## config.mk

```make
export PLATFORM = sky130hd
export DESIGN_NAME = serial_sub_ctrl
export DESIGN_NICKNAME = d
export VERILOG_FILES = /design/src/rtl/serial_sub_ctrl.sv
export SDC_FILE = /design/constraint.sdc
export NUM_CORES = 1
export LEC_CHECK = 0
export CAP_MARGIN = 40
export CORE_AREA = 3 3 62 64
export CTS_BUF_LIST = sky130_fd_sc_hd__clkbuf_4 sky130_fd_sc_hd__clkbuf_8 sky130_fd_sc_hd__clkbuf_16
export CTS_CLUSTER_DIAMETER = 50
export DETAILED_ROUTE_END_ITERATION = 7
export DIE_AREA = 0 0 65 67
export GPL_TIMING_DRIVEN = 1
export PLACE_DENSITY = 0.71
export SYNTH_ARGS = -nofsm -noshare
export SYNTH_HDL_FRONTEND = slang
export SYNTH_SLANG_ARGS = --single-unit
export TNS_END_PERCENT = 50
```

## constraint.sdc

```tcl
create_clock -name clk -period 4.25 [get_ports clk]
set_input_delay 0.425 -clock clk [delete_from_list [all_inputs] [get_ports clk]]
set_output_delay 0.425 -clock clk [all_outputs]
set_load 0.02 [all_outputs]
```

## src/rtl/serial_sub_ctrl.sv

```systemverilog
// Bit-serial subtractor a - b using one full-subtractor cell, LSB first.
// Latency: WIDTH+1 edges from the accepting edge to the edge that samples done=1.
// Backpressure: none; start is ignored while busy. Optional ovf port under SERIAL_SUB_OVF_EN.
module serial_sub_ctrl #(
  parameter int WIDTH = 8
) (
  input  logic             clk,
  input  logic             rst_n,
  input  logic             start,
  input  logic [WIDTH-1:0] a,
  input  logic [WIDTH-1:0] b,
  output logic             busy,
  output logic             done,
  output logic [WIDTH-1:0] diff,
  output logic             borrow_out
`ifdef SERIAL_SUB_OVF_EN
  ,
  output logic             ovf
`endif
);

  localparam int CNT_W = (WIDTH > 1) ? $clog2(WIDTH) : 1;
  localparam logic [CNT_W-1:0] LAST_BIT = CNT_W'(WIDTH - 1);

  typedef enum logic [1:0] {
    IDLE = 2'd0,
    RUN  = 2'd1,
    DONE = 2'd2
  } state_t;

  state_t           state;
  logic [WIDTH-1:0] a_sh;
  logic [WIDTH-1:0] b_sh;
  logic             brw;
  logic [CNT_W-1:0] cnt;

  logic x_bit;
  logic y_bit;
  logic d_bit;
  logic b_bit;

  // Single full-subtractor cell fed from the shift register LSBs and the borrow flop
  always_comb begin
    x_bit = a_sh[0];
    y_bit = b_sh[0];
    d_bit = x_bit ^ y_bit ^ brw;
    b_bit = (~x_bit & y_bit) | (~(x_bit ^ y_bit) & brw);
  end

  // Control FSM, operand shifters and registered outputs
  always_ff @(posedge clk or negedge rst_n) begin
    if (!rst_n) begin
      state      <= IDLE;
      a_sh       <= '0;
      b_sh       <= '0;
      brw        <= 1'b0;
      cnt        <= '0;
      busy       <= 1'b0;
      done       <= 1'b0;
      diff       <= '0;
      borrow_out <= 1'b0;
`ifdef SERIAL_SUB_OVF_EN
      ovf        <= 1'b0;
`endif
    end else begin
      case (state)
        IDLE, DONE: begin
          if (start) begin
            a_sh  <= a;
            b_sh  <= b;
            brw   <= 1'b0;
            cnt   <= '0;
            state <= RUN;
            busy  <= 1'b1;
            done  <= 1'b0;
          end else begin
            state <= IDLE;
            busy  <= 1'b0;
            done  <= 1'b0;
          end
        end
        RUN: begin
          a_sh <= a_sh >> 1;
          b_sh <= b_sh >> 1;
          brw  <= b_bit;
          diff <= {d_bit, diff[WIDTH-1:1]};
          cnt  <= cnt + 1'b1;
          if (cnt == LAST_BIT) begin
            // Last cell evaluation sees the sign bits of a, b and diff
            state      <= DONE;
            busy       <= 1'b0;
            done       <= 1'b1;
            borrow_out <= b_bit;
`ifdef SERIAL_SUB_OVF_EN
            ovf        <= (x_bit ^ y_bit) & (d_bit ^ x_bit);
`endif
          end
        end
        default: begin
          state <= IDLE;
          busy  <= 1'b0;
          done  <= 1'b0;
        end
      endcase
    end
  end

endmodule
```

==> out/metrics.cfg <==
[cts]
cts.sinks=31
numCtsBuffers=5
cts_resized=0
root_buffer=clkbuf_4
htree_levels=2
cts_setup_buffers=0
cts_tree=yes
cts_hold_buf=0
clockBufferDepth=2
clkTransAtPathRegs_ns=0.10
insertion_delay_ns=0.32

[global_route]
grt_pass1_vias=1007
grt_start_max_net_pins=32
antenna_found_initial=0
grt_usage=0.1371
grt.overflow.total=0
grt_pass1_wl_um=4519

[timing]
period_minus_slack_ns=2.386
setup_viol=0
period_share=0.5614
worstMarginPinSlew_ns=0.8352
drv_slew=0
slew_headroom=0.4432
timing.final.ws_setup_ns=1.864
max_freq_ghz=0.4191
fin_setup_tns_ns=0
finalHoldWorstSlack_ns=0.4900
rsz0062_at_grt=no
clock_skew_ns=0.006998
hold_viol_final=0

[synthesis]
synth_top_cells_by_area=dfrtp_1 52%, mux2_2 7.6%, mux2i_1 6.0%
synth.largest_area_cell=dfrtp_1
synth_area_sq_um=1491
ys_types=24
synth_cells=129
yosysWarnings=0
syn_nets=151
synth_seq_area_share=0.5201
synth-seq-cells=31
postSynthAreaPerCell_sq_um=11.56
synth_top_area_frac=0.5201

[setup_path]
cp-end-kind=output port
crit_type=flop to output port
cp-start-kind=flop
slowest_delay_ns=0.90
cp_top_family=flip-flops
critical_path_depth=1
required_ns=3.83
r2r-end=b_sh[3]
cp-startpoint=busy
setup.worst_path.end=busy
critPathSlowestCell=dfrtp_1
r2r-start=busy
ff2ff_setup_slack_ns=2.44
reg2reg_depth=3
arrival_ns=1.96
path_buf_inv=1
timing.critical_path.cells=clkdlybuf4s50_1
cp_max_fo=26

[floorplanning]
io_pins=30
num_rows=21
coreArea_sq_um=3337
dieArea_sq_um=4355
fp.dieW_um=65
chipHeight_um=67
initial_utilization=0.4469

[hold_path]
hold_class=primary input to asynchronous set/reset pin

[routing]
vias=1014
dr.pass1.iters=4
routedWlPerCell_um=13.02
drc=0
drt_iter0_markers=42
detail-route-antenna-nets=0
vias_per_cell=5.045
routed_wl_um=2617

[power_and_ir_drop]
combPwrFrac=0.442
totalPowerFinal_mw=1.322
power_leakage_nw=0.7598
p_int_uw=834.4
vdd.ir_drop.worst_mv=0.2349
switching_power_uw=487.6
clockPowerShare=0.132
swShare=0.3688
p_per_area_nw_per_um2=721.8
power.share.sequential=0.427

[place]
dp_slack_ns=2.027
portBuffers=29
place_congestion=0.7192
place_hpwl_um=1803

[run]
cap_violations=0

[final_layout]
final_core_util=0.5489
layout-drive-gt1-share=0.1677
antenna_cells=0
final_common_cell=dfrtp_1
area_delta_synth_final_pct=22.82
final_cell_mix=31 x dfrtp_1, 29 x clkdlybuf4s50_1, 10 x inv_1, 10 x mux2_2, 9 x mux2i_1
nets=177

[run_status]
status=complete, no violations

## sequential cells by signal, summed over array words and instances (netlist names)
name	cells
a_sh	8
b_sh	8
borrow_out	1
brw	1
busy	1
cnt	3
diff	8
done	1
## synthesized netlist by cell type
library cell / n
nor2b_1: 8
nand2b_1: 1
fa_1: 1
o22ai_1: 6
a22o_1: 3
buf_6: 3
nand3b_1: 1
buf_2: 5
ha_1: 2
and2_4: 1
a211oi_1: 8
nand3_1: 3
inv_1: 10
clkbuf_2: 1
mux2i_1: 9
nor2_1: 1
mux2_2: 10
a21oi_1: 8
dfrtp_1: 31
nand2_1: 2
a21oi_2: 6
nand2b_4: 1
o21ai_0: 6
buf_1: 2
## worst min path at each step
stage | endpoint | slack, ns | from
4_1_cts | diff[7] | 0.49 | rst_n
3_5_place_dp | borrow_out | 0.48 | borrow_out
5_1_grt | diff[7] | 0.50 | rst_n
3_3_place_gp | borrow_out | 0.47 | borrow_out
6_report | diff[7] | 0.49 | rst_n
2_1_floorplan | a_sh[0] | 0.13 | rst_n
## power by group through the flow
stage	combinational [mW]	clock, mW	sequential, mW
detailed placement	0.594	0	0.571
CTS	0.596	0.183	0.566
floorplan	0.421	0	0.577
global placement	0.572	0	0.566
global route	0.651	0.196	0.591
finish	0.584	0.174	0.564
## cell families (layout without fill, tap and decap cells)
family / Yosys count / in the layout / synth area share
AO/OA/AOI/OAI: 37 / 37 / 0.1653
flip-flops: 31 / 31 / 0.5201
buffers and inverters: 21 / 47 / 0.07298
AND/OR/NAND/NOR: 18 / 18 / 0.07550
adder cells (fa/ha/maj): 3 / 3 / 0.03020
multiplexers: 19 / 19 / 0.1359
## routing by layer
layer,GRT usage,part of all wire,vias to the layer above
met5,0,0,-
met4,0.05541,0.016,0
met3,0.05734,0.080,7
met2,0.2146,0.45,31
met1,0.1665,0.45,470
li1,-,-,506
## metrics by stage
stage	cell area, sq um	cells
detailed placement	1775	194
global placement	1775	194
floorplan	1491	129
CTS	1832	201
global route	1832	201
finish	1832	201
## layout make-up
| class | count | area, sq um |
|---|---|---|
| clock buffer | 6 | 51.30 |
| timing repair buffer | 30 | 297.8 |
| sequential | 31 | 775.7 |
| fill | 305 | 1505 |
| multi-input combinational | 77 | 606.8 |
| inverter | 10 | 37.54 |
| clock inverter | 1 | 5.005 |
| tap | 46 | 57.56 |
(Power assumes the default switching activity.)
